===== config.mk =====
export PLATFORM = sky130hd
export DESIGN_NAME = hazard_ctrl_flat
export DESIGN_NICKNAME = d
export VERILOG_FILES = /design/src/rtl/hazard_ctrl_if.sv /design/src/rtl/hazard_ctrl.sv /design/src/flat_wrapper.sv
export SDC_FILE = /design/constraint.sdc
export NUM_CORES = 1
export LEC_CHECK = 0
export CORE_MARGIN = 2
export CORE_UTILIZATION = 47
export DETAILED_ROUTE_END_ITERATION = 7
export HOLD_SLACK_MARGIN = 0.02
export PLACE_DENSITY = 0.8
export SLEW_MARGIN = 40
export SYNTH_ARGS = -nofsm -noshare
export SYNTH_HDL_FRONTEND = slang
export SYNTH_SLANG_ARGS = --single-unit

===== constraint.sdc =====
create_clock -name clk -period 3.5 [get_ports clk]
set_input_delay 0.875 -clock clk [delete_from_list [all_inputs] [get_ports clk]]
set_output_delay 0.875 -clock clk [all_outputs]
set_load 0.01 [all_outputs]

===== src/rtl/hazard_ctrl_if.sv =====
// -----------------------------------------------------------------------------
// hazard_ctrl_if
//
// Bundles the pipeline-side signals exchanged with the hazard controller.
//   master : pipeline view. Drives the decode/execute/memory hazard sources
//            and receives the stall/flush enables and status.
//   slave  : hazard controller view. The mirror of master.
//
// Signals
//   instrRs_D, instrRt_D  [4:0]  source registers of the instruction in D
//   useRs_D, useRt_D             D really reads Rs / Rt
//   branch_D                     D holds a branch comparing registers in D
//   branchTaken_D                branch/jump in D resolved taken
//   mdUse_D                      D holds mfhi/mflo/mthi/mtlo
//   writeReg_E [4:0], regWrite_E, memRead_E   destination of E
//   mdStart_E, mdDiv_E           mult/div start in E (mdDiv_E=1 -> divide)
//   writeReg_M [4:0], memRead_M  load in M
//   memReq_M, memReady_M         data-memory access / completion
//   stall_F/D/E/M                hold PC / pipeline register of that stage
//   flush_D/E/M/WB               load a bubble into that stage's register
//   mdBusy                       mult/div unit occupied
//   memErr                       sticky memory-timeout flag
//   stallCount [15:0]            saturating count of stall_F cycles
// -----------------------------------------------------------------------------
interface hazard_ctrl_if;
    logic [4:0]  instrRs_D;
    logic [4:0]  instrRt_D;
    logic        useRs_D;
    logic        useRt_D;
    logic        branch_D;
    logic        branchTaken_D;
    logic        mdUse_D;
    logic [4:0]  writeReg_E;
    logic        regWrite_E;
    logic        memRead_E;
    logic        mdStart_E;
    logic        mdDiv_E;
    logic [4:0]  writeReg_M;
    logic        memRead_M;
    logic        memReq_M;
    logic        memReady_M;

    logic        stall_F;
    logic        stall_D;
    logic        stall_E;
    logic        stall_M;
    logic        flush_D;
    logic        flush_E;
    logic        flush_M;
    logic        flush_WB;
    logic        mdBusy;
    logic        memErr;
    logic [15:0] stallCount;

    modport master (
        output instrRs_D, instrRt_D, useRs_D, useRt_D, branch_D, branchTaken_D,
               mdUse_D, writeReg_E, regWrite_E, memRead_E, mdStart_E, mdDiv_E,
               writeReg_M, memRead_M, memReq_M, memReady_M,
        input  stall_F, stall_D, stall_E, stall_M,
               flush_D, flush_E, flush_M, flush_WB,
               mdBusy, memErr, stallCount
    );

    modport slave (
        input  instrRs_D, instrRt_D, useRs_D, useRt_D, branch_D, branchTaken_D,
               mdUse_D, writeReg_E, regWrite_E, memRead_E, mdStart_E, mdDiv_E,
               writeReg_M, memRead_M, memReq_M, memReady_M,
        output stall_F, stall_D, stall_E, stall_M,
               flush_D, flush_E, flush_M, flush_WB,
               mdBusy, memErr, stallCount
    );
endinterface


===== src/rtl/hazard_ctrl.sv =====
// -----------------------------------------------------------------------------
// hazard_ctrl
//
// Pipeline hazard controller for the 5-stage MIPS core. Covers the hazards the
// forwarding unit cannot resolve: load-use, branch compare in D, mult/div
// structural and HI/LO-use hazards, and data-memory wait states. Produces the
// per-stage stall and flush enables, tracks mult/div occupancy, memory wait
// time (with a sticky timeout flag) and a saturating stall-cycle count.
//
// Ports
//   clk    rising-edge clock
//   rst_n  asynchronous active-low reset
//   hz     hazard_ctrl_if.slave (hazard sources in, stall/flush/status out)
//
// Parameters
//   MUL_LAT      cycles the mult/div unit is busy after a multiply (1..63)
//   DIV_LAT      cycles busy after a divide (1..63)
//   MEM_TIMEOUT  MEM_WAIT cycles before memErr sets (1..255)
//
// Stall/flush outputs are combinational so they act in the hazard cycle.
// While rst_n is low every stage is flushed and nothing is stalled.
// -----------------------------------------------------------------------------
module hazard_ctrl #(
    parameter int MUL_LAT     = 4,
    parameter int DIV_LAT     = 12,
    parameter int MEM_TIMEOUT = 64
) (
    input  logic          clk,
    input  logic          rst_n,
    hazard_ctrl_if.slave  hz
);

    localparam logic [5:0] MUL_LAT_C     = 6'(MUL_LAT);
    localparam logic [5:0] DIV_LAT_C     = 6'(DIV_LAT);
    localparam logic [7:0] MEM_TIMEOUT_C = 8'(MEM_TIMEOUT);

    typedef enum logic [0:0] {
        ST_RUN      = 1'b0,
        ST_MEM_WAIT = 1'b1
    } state_t;

    // True when the D instruction reads register r; r0 never creates a hazard.
    function automatic logic src_match(
        input logic [4:0] r,
        input logic [4:0] rs,
        input logic [4:0] rt,
        input logic       use_rs,
        input logic       use_rt
    );
        return (r != 5'd0) && ((use_rs && (rs == r)) || (use_rt && (rt == r)));
    endfunction

    // Registered state
    state_t      state_q,       state_d;
    logic [5:0]  md_cnt_q,      md_cnt_d;
    logic        md_busy_q,     md_busy_d;
    logic [7:0]  wait_cnt_q,    wait_cnt_d;
    logic        mem_err_q,     mem_err_d;
    logic [15:0] stall_cnt_q,   stall_cnt_d;

    // Hazard terms
    logic        freeze_s;
    logic        md_haz_s;
    logic        use_haz_s;
    logic        md_accept_s;
    logic        match_e_s;
    logic        match_m_s;

    // Stall/flush pattern
    logic        stall_f_s;
    logic        stall_d_s;
    logic        stall_e_s;
    logic        stall_m_s;
    logic        flush_d_s;
    logic        flush_e_s;
    logic        flush_m_s;
    logic        flush_wb_s;

    // Hazard condition decode from current inputs and registered occupancy.
    always_comb begin
        match_e_s = src_match(hz.writeReg_E, hz.instrRs_D, hz.instrRt_D,
                              hz.useRs_D, hz.useRt_D);
        match_m_s = src_match(hz.writeReg_M, hz.instrRs_D, hz.instrRt_D,
                              hz.useRs_D, hz.useRt_D);

        freeze_s  = hz.memReq_M & ~hz.memReady_M;
        md_haz_s  = hz.mdStart_E & md_busy_q;

        // mfhi/mflo must also wait on a mult/div that is only now starting in E.
        use_haz_s = (hz.memRead_E & hz.regWrite_E & match_e_s)
                  | (hz.branch_D  & hz.regWrite_E & match_e_s)
                  | (hz.branch_D  & hz.memRead_M  & match_m_s)
                  | (hz.mdUse_D   & (md_busy_q | hz.mdStart_E));

        // A start that collides with a freeze is not taken; E holds it and it
        // retries on the first unfrozen cycle.
        md_accept_s = hz.mdStart_E & ~md_busy_q & ~freeze_s;
    end

    // Priority stall/flush selection; reset forces the all-flush pattern.
    always_comb begin
        stall_f_s  = 1'b0;
        stall_d_s  = 1'b0;
        stall_e_s  = 1'b0;
        stall_m_s  = 1'b0;
        flush_d_s  = 1'b0;
        flush_e_s  = 1'b0;
        flush_m_s  = 1'b0;
        flush_wb_s = 1'b0;
        if (!rst_n) begin
            flush_d_s  = 1'b1;
            flush_e_s  = 1'b1;
            flush_m_s  = 1'b1;
            flush_wb_s = 1'b1;
        end else if (freeze_s) begin
            // Whole pipe holds; WB gets a bubble so the stalled M result is
            // not written back twice.
            stall_f_s  = 1'b1;
            stall_d_s  = 1'b1;
            stall_e_s  = 1'b1;
            stall_m_s  = 1'b1;
            flush_wb_s = 1'b1;
        end else if (md_haz_s) begin
            stall_f_s  = 1'b1;
            stall_d_s  = 1'b1;
            stall_e_s  = 1'b1;
            flush_m_s  = 1'b1;
        end else if (use_haz_s) begin
            stall_f_s  = 1'b1;
            stall_d_s  = 1'b1;
            flush_e_s  = 1'b1;
            flush_d_s  = hz.branchTaken_D & ~stall_d_s;
        end else begin
            flush_d_s  = hz.branchTaken_D;
        end
    end

    // Mult/div occupancy: load latency on accept, otherwise count down.
    always_comb begin
        md_cnt_d = md_cnt_q;
        if (md_accept_s) begin
            md_cnt_d = hz.mdDiv_E ? DIV_LAT_C : MUL_LAT_C;
        end else if (md_cnt_q != 6'd0) begin
            md_cnt_d = md_cnt_q - 6'd1;
        end else begin
            md_cnt_d = md_cnt_q;
        end
        md_busy_d = (md_cnt_d != 6'd0);
    end

    // Memory-wait FSM next state, wait counter and sticky timeout flag.
    always_comb begin
        state_d    = state_q;
        wait_cnt_d = wait_cnt_q;
        case (state_q)
            ST_RUN: begin
                wait_cnt_d = 8'd0;
                if (freeze_s) begin
                    state_d = ST_MEM_WAIT;
                end else begin
                    state_d = ST_RUN;
                end
            end
            ST_MEM_WAIT: begin
                if (wait_cnt_q != 8'hFF) begin
                    wait_cnt_d = wait_cnt_q + 8'd1;
                end else begin
                    wait_cnt_d = wait_cnt_q;
                end
                if (hz.memReady_M || !hz.memReq_M) begin
                    state_d = ST_RUN;
                end else begin
                    state_d = ST_MEM_WAIT;
                end
            end
            default: begin
                state_d    = ST_RUN;
                wait_cnt_d = 8'd0;
            end
        endcase

        // Only a MEM_WAIT cycle can advance the counter onto the threshold.
        if ((state_q == ST_MEM_WAIT) && (wait_cnt_d == MEM_TIMEOUT_C)) begin
            mem_err_d = 1'b1;
        end else begin
            mem_err_d = mem_err_q;
        end
    end

    // Saturating count of cycles in which fetch is held.
    always_comb begin
        if (stall_f_s && (stall_cnt_q != 16'hFFFF)) begin
            stall_cnt_d = stall_cnt_q + 16'd1;
        end else begin
            stall_cnt_d = stall_cnt_q;
        end
    end

    // State registers with asynchronous reset; reset aborts any mult/div or wait.
    always_ff @(posedge clk or negedge rst_n) begin
        if (!rst_n) begin
            state_q     <= ST_RUN;
            md_cnt_q    <= 6'd0;
            md_busy_q   <= 1'b0;
            wait_cnt_q  <= 8'd0;
            mem_err_q   <= 1'b0;
            stall_cnt_q <= 16'd0;
        end else begin
            state_q     <= state_d;
            md_cnt_q    <= md_cnt_d;
            md_busy_q   <= md_busy_d;
            wait_cnt_q  <= wait_cnt_d;
            mem_err_q   <= mem_err_d;
            stall_cnt_q <= stall_cnt_d;
        end
    end

    assign hz.stall_F    = stall_f_s;
    assign hz.stall_D    = stall_d_s;
    assign hz.stall_E    = stall_e_s;
    assign hz.stall_M    = stall_m_s;
    assign hz.flush_D    = flush_d_s;
    assign hz.flush_E    = flush_e_s;
    assign hz.flush_M    = flush_m_s;
    assign hz.flush_WB   = flush_wb_s;
    assign hz.mdBusy     = md_busy_q;
    assign hz.memErr     = mem_err_q;
    assign hz.stallCount = stall_cnt_q;

endmodule


===== src/flat_wrapper.sv =====
// flat-port wrapper written by rule: the top's interface ports become plain ports
module hazard_ctrl_flat 
#(
    parameter int MUL_LAT     = 4,
    parameter int DIV_LAT     = 12,
    parameter int MEM_TIMEOUT = 64
)
  (clk, rst_n, hz_instrRs_D, hz_instrRt_D, hz_useRs_D, hz_useRt_D, hz_branch_D, hz_branchTaken_D, hz_mdUse_D, hz_writeReg_E, hz_regWrite_E, hz_memRead_E, hz_mdStart_E, hz_mdDiv_E, hz_writeReg_M, hz_memRead_M, hz_memReq_M, hz_memReady_M, hz_stall_F, hz_stall_D, hz_stall_E, hz_stall_M, hz_flush_D, hz_flush_E, hz_flush_M, hz_flush_WB, hz_mdBusy, hz_memErr, hz_stallCount);
  hazard_ctrl_if hz_i ();
  input  logic clk;
  input  logic rst_n;
  input wire logic [$bits(hz_i.instrRs_D)-1:0] hz_instrRs_D;
  input wire logic [$bits(hz_i.instrRt_D)-1:0] hz_instrRt_D;
  input wire logic [$bits(hz_i.useRs_D)-1:0] hz_useRs_D;
  input wire logic [$bits(hz_i.useRt_D)-1:0] hz_useRt_D;
  input wire logic [$bits(hz_i.branch_D)-1:0] hz_branch_D;
  input wire logic [$bits(hz_i.branchTaken_D)-1:0] hz_branchTaken_D;
  input wire logic [$bits(hz_i.mdUse_D)-1:0] hz_mdUse_D;
  input wire logic [$bits(hz_i.writeReg_E)-1:0] hz_writeReg_E;
  input wire logic [$bits(hz_i.regWrite_E)-1:0] hz_regWrite_E;
  input wire logic [$bits(hz_i.memRead_E)-1:0] hz_memRead_E;
  input wire logic [$bits(hz_i.mdStart_E)-1:0] hz_mdStart_E;
  input wire logic [$bits(hz_i.mdDiv_E)-1:0] hz_mdDiv_E;
  input wire logic [$bits(hz_i.writeReg_M)-1:0] hz_writeReg_M;
  input wire logic [$bits(hz_i.memRead_M)-1:0] hz_memRead_M;
  input wire logic [$bits(hz_i.memReq_M)-1:0] hz_memReq_M;
  input wire logic [$bits(hz_i.memReady_M)-1:0] hz_memReady_M;
  output wire logic [$bits(hz_i.stall_F)-1:0] hz_stall_F;
  output wire logic [$bits(hz_i.stall_D)-1:0] hz_stall_D;
  output wire logic [$bits(hz_i.stall_E)-1:0] hz_stall_E;
  output wire logic [$bits(hz_i.stall_M)-1:0] hz_stall_M;
  output wire logic [$bits(hz_i.flush_D)-1:0] hz_flush_D;
  output wire logic [$bits(hz_i.flush_E)-1:0] hz_flush_E;
  output wire logic [$bits(hz_i.flush_M)-1:0] hz_flush_M;
  output wire logic [$bits(hz_i.flush_WB)-1:0] hz_flush_WB;
  output wire logic [$bits(hz_i.mdBusy)-1:0] hz_mdBusy;
  output wire logic [$bits(hz_i.memErr)-1:0] hz_memErr;
  output wire logic [$bits(hz_i.stallCount)-1:0] hz_stallCount;
  assign hz_i.instrRs_D = hz_instrRs_D;
  assign hz_i.instrRt_D = hz_instrRt_D;
  assign hz_i.useRs_D = hz_useRs_D;
  assign hz_i.useRt_D = hz_useRt_D;
  assign hz_i.branch_D = hz_branch_D;
  assign hz_i.branchTaken_D = hz_branchTaken_D;
  assign hz_i.mdUse_D = hz_mdUse_D;
  assign hz_i.writeReg_E = hz_writeReg_E;
  assign hz_i.regWrite_E = hz_regWrite_E;
  assign hz_i.memRead_E = hz_memRead_E;
  assign hz_i.mdStart_E = hz_mdStart_E;
  assign hz_i.mdDiv_E = hz_mdDiv_E;
  assign hz_i.writeReg_M = hz_writeReg_M;
  assign hz_i.memRead_M = hz_memRead_M;
  assign hz_i.memReq_M = hz_memReq_M;
  assign hz_i.memReady_M = hz_memReady_M;
  assign hz_stall_F = hz_i.stall_F;
  assign hz_stall_D = hz_i.stall_D;
  assign hz_stall_E = hz_i.stall_E;
  assign hz_stall_M = hz_i.stall_M;
  assign hz_flush_D = hz_i.flush_D;
  assign hz_flush_E = hz_i.flush_E;
  assign hz_flush_M = hz_i.flush_M;
  assign hz_flush_WB = hz_i.flush_WB;
  assign hz_mdBusy = hz_i.mdBusy;
  assign hz_memErr = hz_i.memErr;
  assign hz_stallCount = hz_i.stallCount;
  hazard_ctrl #(.MUL_LAT(MUL_LAT), .DIV_LAT(DIV_LAT), .MEM_TIMEOUT(MEM_TIMEOUT)) u_core (.clk(clk), .rst_n(rst_n), .hz(hz_i));
endmodule

==> results.py <==
metrics = {
    "min_path": {
        "hp-class": "reg -> reg",
        "min_path_cells": 1,
        "hold_end": "u_core.hz.memErr$_DFFE_PN0P_",
        "hp-start": "u_core.hz.memErr$_DFFE_PN0P_",
    },
    "logic_synthesis": {
        "synth_area_per_cell_um2": 9.174,
        "ys_warn_count": 0,
        "synth_compound_area_share_pct": 9.547,
        "synth_edf_count": 0,
        "yosys.area.top_type_share_pct": 40.92,
        "synth_cells": 220,
        "synthArstFlopShare_pct": 100.0,
        "synthMuxAreaShare_pct": 1.860,
        "syn-cell-area_mm2": 0.002018,
        "synth_xor_area_share_pct": 17.36,
        "synthSimpleGateAreaFrac_pct": 24.80,
        "ys_ff_latch": 33,
        "synth.area.top_cells": "dfrtp_1 (41%), xor2_1 (9.1%), xnor2_1 (8.2%), nor2_1 (4.3%), nand3_1 (4.2%)",
        "synth_top_family_by_area": "simple AND/OR/NAND/NOR gates",
        "synthAdderAreaFrac_pct": 2.480,
        "ys_types": 38,
        "synthTopCellsByCount": "dfrtp_1 (33), nor2_1 (23), xor2_1 (21), xnor2_1 (19), nand2_1 (18)",
        "synth-seq-area-share_pct": 40.92,
        "synth_top_area_cell": "dfrtp_1",
        "syn-num-nets": 258,
        "synthFlopType": "dfrtp_1",
        "synth.most_common_cell": "dfrtp_1",
    },
    "final_layout": {
        "n_fill_cell": 321,
        "regArea_um2": 825.8,
        "drive_gt1_share_pct": 14.24,
        "multi_input_area_mm2": 0.001162,
        "area_delta_synth_final_pct": 39.99,
        "nNetsFinal": 332,
        "antenna_cells": 0,
    },
    "sta": {
        "worst_pin_slew_ns": 0.4032,
        "post-route-period-util_pct": 97.94,
        "setup_tns_ns": 0,
        "setup_violations": 0,
        "hold_viol": 0,
        "rsz0062_at_grt": "false",
        "period_needed_ns": 3.428,
        "skew_ns": 0.003070,
        "drv_slew": 0,
        "maxClockFrequency_ghz": 0.2917,
        "relSlewSlack_pct": 73.05,
    },
    "critical_path": {
        "r2r-start": "u_core.hz.stallCount[3]$_DFFE_PN0P_",
        "crit_type": "in -> out",
        "r2r_setup_slack_ns": 1.20,
        "path_max_fanout": 3,
        "worst_setup_path_start_kind": "input port",
        "cp_cell_sequence": "dlygate4sd2_1, xor2_1, nor4_1, a32oi_1, o221a_2, buf_6, a31oi_4, buf_2",
        "cp-end-kind": "output pin",
        "critPathRequiredTime_ns": 2.62,
        "cp.arrival_ns": 2.55,
        "r2r_cells": 7,
        "startpoint": "hz_writeReg_E[1]",
        "slowest_delay_ns": 0.34,
        "r2r_end": "u_core.hz.stallCount[1]$_DFFE_PN0P_",
        "slowest_stage": "o221a_2",
    },
    "flow_run": {
        "drv_cap": 0,
    },
    "drt": {
        "avgRoutedWirePerCell_um": 15.44,
        "drc": 0,
        "drt-total-wl_um": 5328,
        "ant_nets": 0,
        "vias_per_cell": 5.478,
        "drt_pass1_iterations": 4,
        "drt_iter0_markers": 151,
        "vias": 1890,
    },
    "placed_design": {
        "io_buffers": 59,
        "dp_hpwl_um": 4085,
        "gp_congestion": 0.9573,
    },
    "clocking": {
        "h-tree-depth": 2,
        "cts_buffer_depth": 2,
        "clk_latency_ns": 0.28,
        "cts_buffers": 5,
        "cts_root_buf": "clkbuf_8",
        "path_clk_slew_ns": 0.07,
        "tritoncts": "yes",
        "holdBufCountCts": 0,
        "cts.sinks": 33,
    },
    "floorplanning": {
        "start_util_pct": 49.74,
        "die_h_um": 69.53,
        "core_mm2": 0.004058,
        "dieArea_mm2": 0.004834,
        "die-width_um": 69.53,
        "io_pins": 60,
        "num_rows": 23,
    },
    "global_route": {
        "grt_pass1_vias": 1803,
        "antenna_found_initial": 0,
        "grt_max_degree": 31,
        "grt_overflow": 0,
        "grt_usage_pct": 22.70,
        "grt_pass1_wl_um": 8907,
    },
    "power_and_ir_drop": {
        "powerDensity_mw_per_mm2": 460.7,
        "leakagePower_uw": 0.001236,
        "finalPower_uw": 1302,
        "vdd_drop_max_uv": 303.2,
    },
    "outcome": {
        "status": "finished clean",
    },
}
==> cell usage in the layout, fill, tap and decap left out, types with 9 or more instances in the layout <==
cell type	synthesis	routed
xnor2_1	19	19
xor2_1	21	21
nand3_1	17	17
buf_4	2	14
nor2_1	23	23
clkdlybuf4s50_1	0	35
nand2_1	18	18
dlygate4sd2_1	0	18
nand4_1	9	9
dfrtp_1	33	33
==> per-layer routing <==
layer | wire (um) | GRT usage [%]
met5 | 0 | 0
met4 | 55 | 5.229
met3 | 238 | 4.506
met2 | 2492 | 35.36
met1 | 2543 | 32.65
==> repair_timing <==
item                       4_1_cts  5_1_grt
buffers inserted                 1        0
setup endpoints to repair        4        5
pin swaps                        9        6
resized for setup               39        6
==> cells by family (layout without fill, tap and decap cells) <==
kind of cell,Yosys count,after routing
AOI/OAI and AO/OA,29,29
xor gates and xnor gates,40,40
adders and majority gates,4,4
buffers and inverters,14,89
DFF,33,33
muxes,3,3
and+or+nand+nor,97,97
==> sequential cells by signal, summed over array words and instances (netlist names) <==
name and count:
u_core.md_cnt_q 6, u_core.hz.memErr 1, u_core.hz.mdBusy 1, u_core.hz.stallCount 16, u_core.state_q 1, u_core.wait_cnt_q 8
==> metrics by stage <==
step	utilization (%)	cell area, um^2	std cells	setup WS, ns	hold slack (ns)
2_1_floorplan	-	2018	220	0.2703	0.5134
3_3_place_gp	67.62	2744	337	-0.6367	0.4639
3_5_place_dp	67.62	2744	337	-0.6150	0.4613
4_1_cts	69.32	2813	345	0.006314	0.4807
5_1_grt	69.63	2825	345	0.01659	0.5095
6_report	69.63	2825	345	0.07198	0.4754
==> layout make-up <==
type,instances,share of cell area [%]
multi-input cells,173,41.14
flip-flops and latches,33,29.23
repair buffers,74,23.43
clock buffers,5,2.436
well taps,50,2.214
inverters,7,0.9300
clock inverters,3,0.6200
==> how the worst max path moves through the flow <==
stage                      end  cells after the start
floorplan           hz_flush_D                      6
global placement    hz_stall_D                      8
detailed placement  hz_stall_D                      8
CTS                 hz_stall_D                      8
global route        hz_stall_F                      8
finish              hz_stall_F                      8
==> critical path: cells and delay by family <==
| family | cells | cell delay, ns |
|---|---|---|
| XOR/XNOR | 1 | 0.17 |
| buffers and inverters | 3 | 0.57 |
| AND/OR/NAND/NOR | 1 | 0.29 |
| AO/OA/AOI/OAI | 3 | 0.65 |
==> report_power, final <==
| group | internal (uW) | switching (uW) | total [uW] |
|---|---|---|---|
| clock network | 137 | 145 | 282 |
| registers | 460 | 81.3 | 541 |
| logic | 249 | 229 | 478 |
| total | 846 | 455 | 1300 |
Note: power is estimated with default switching activity, not from simulation.
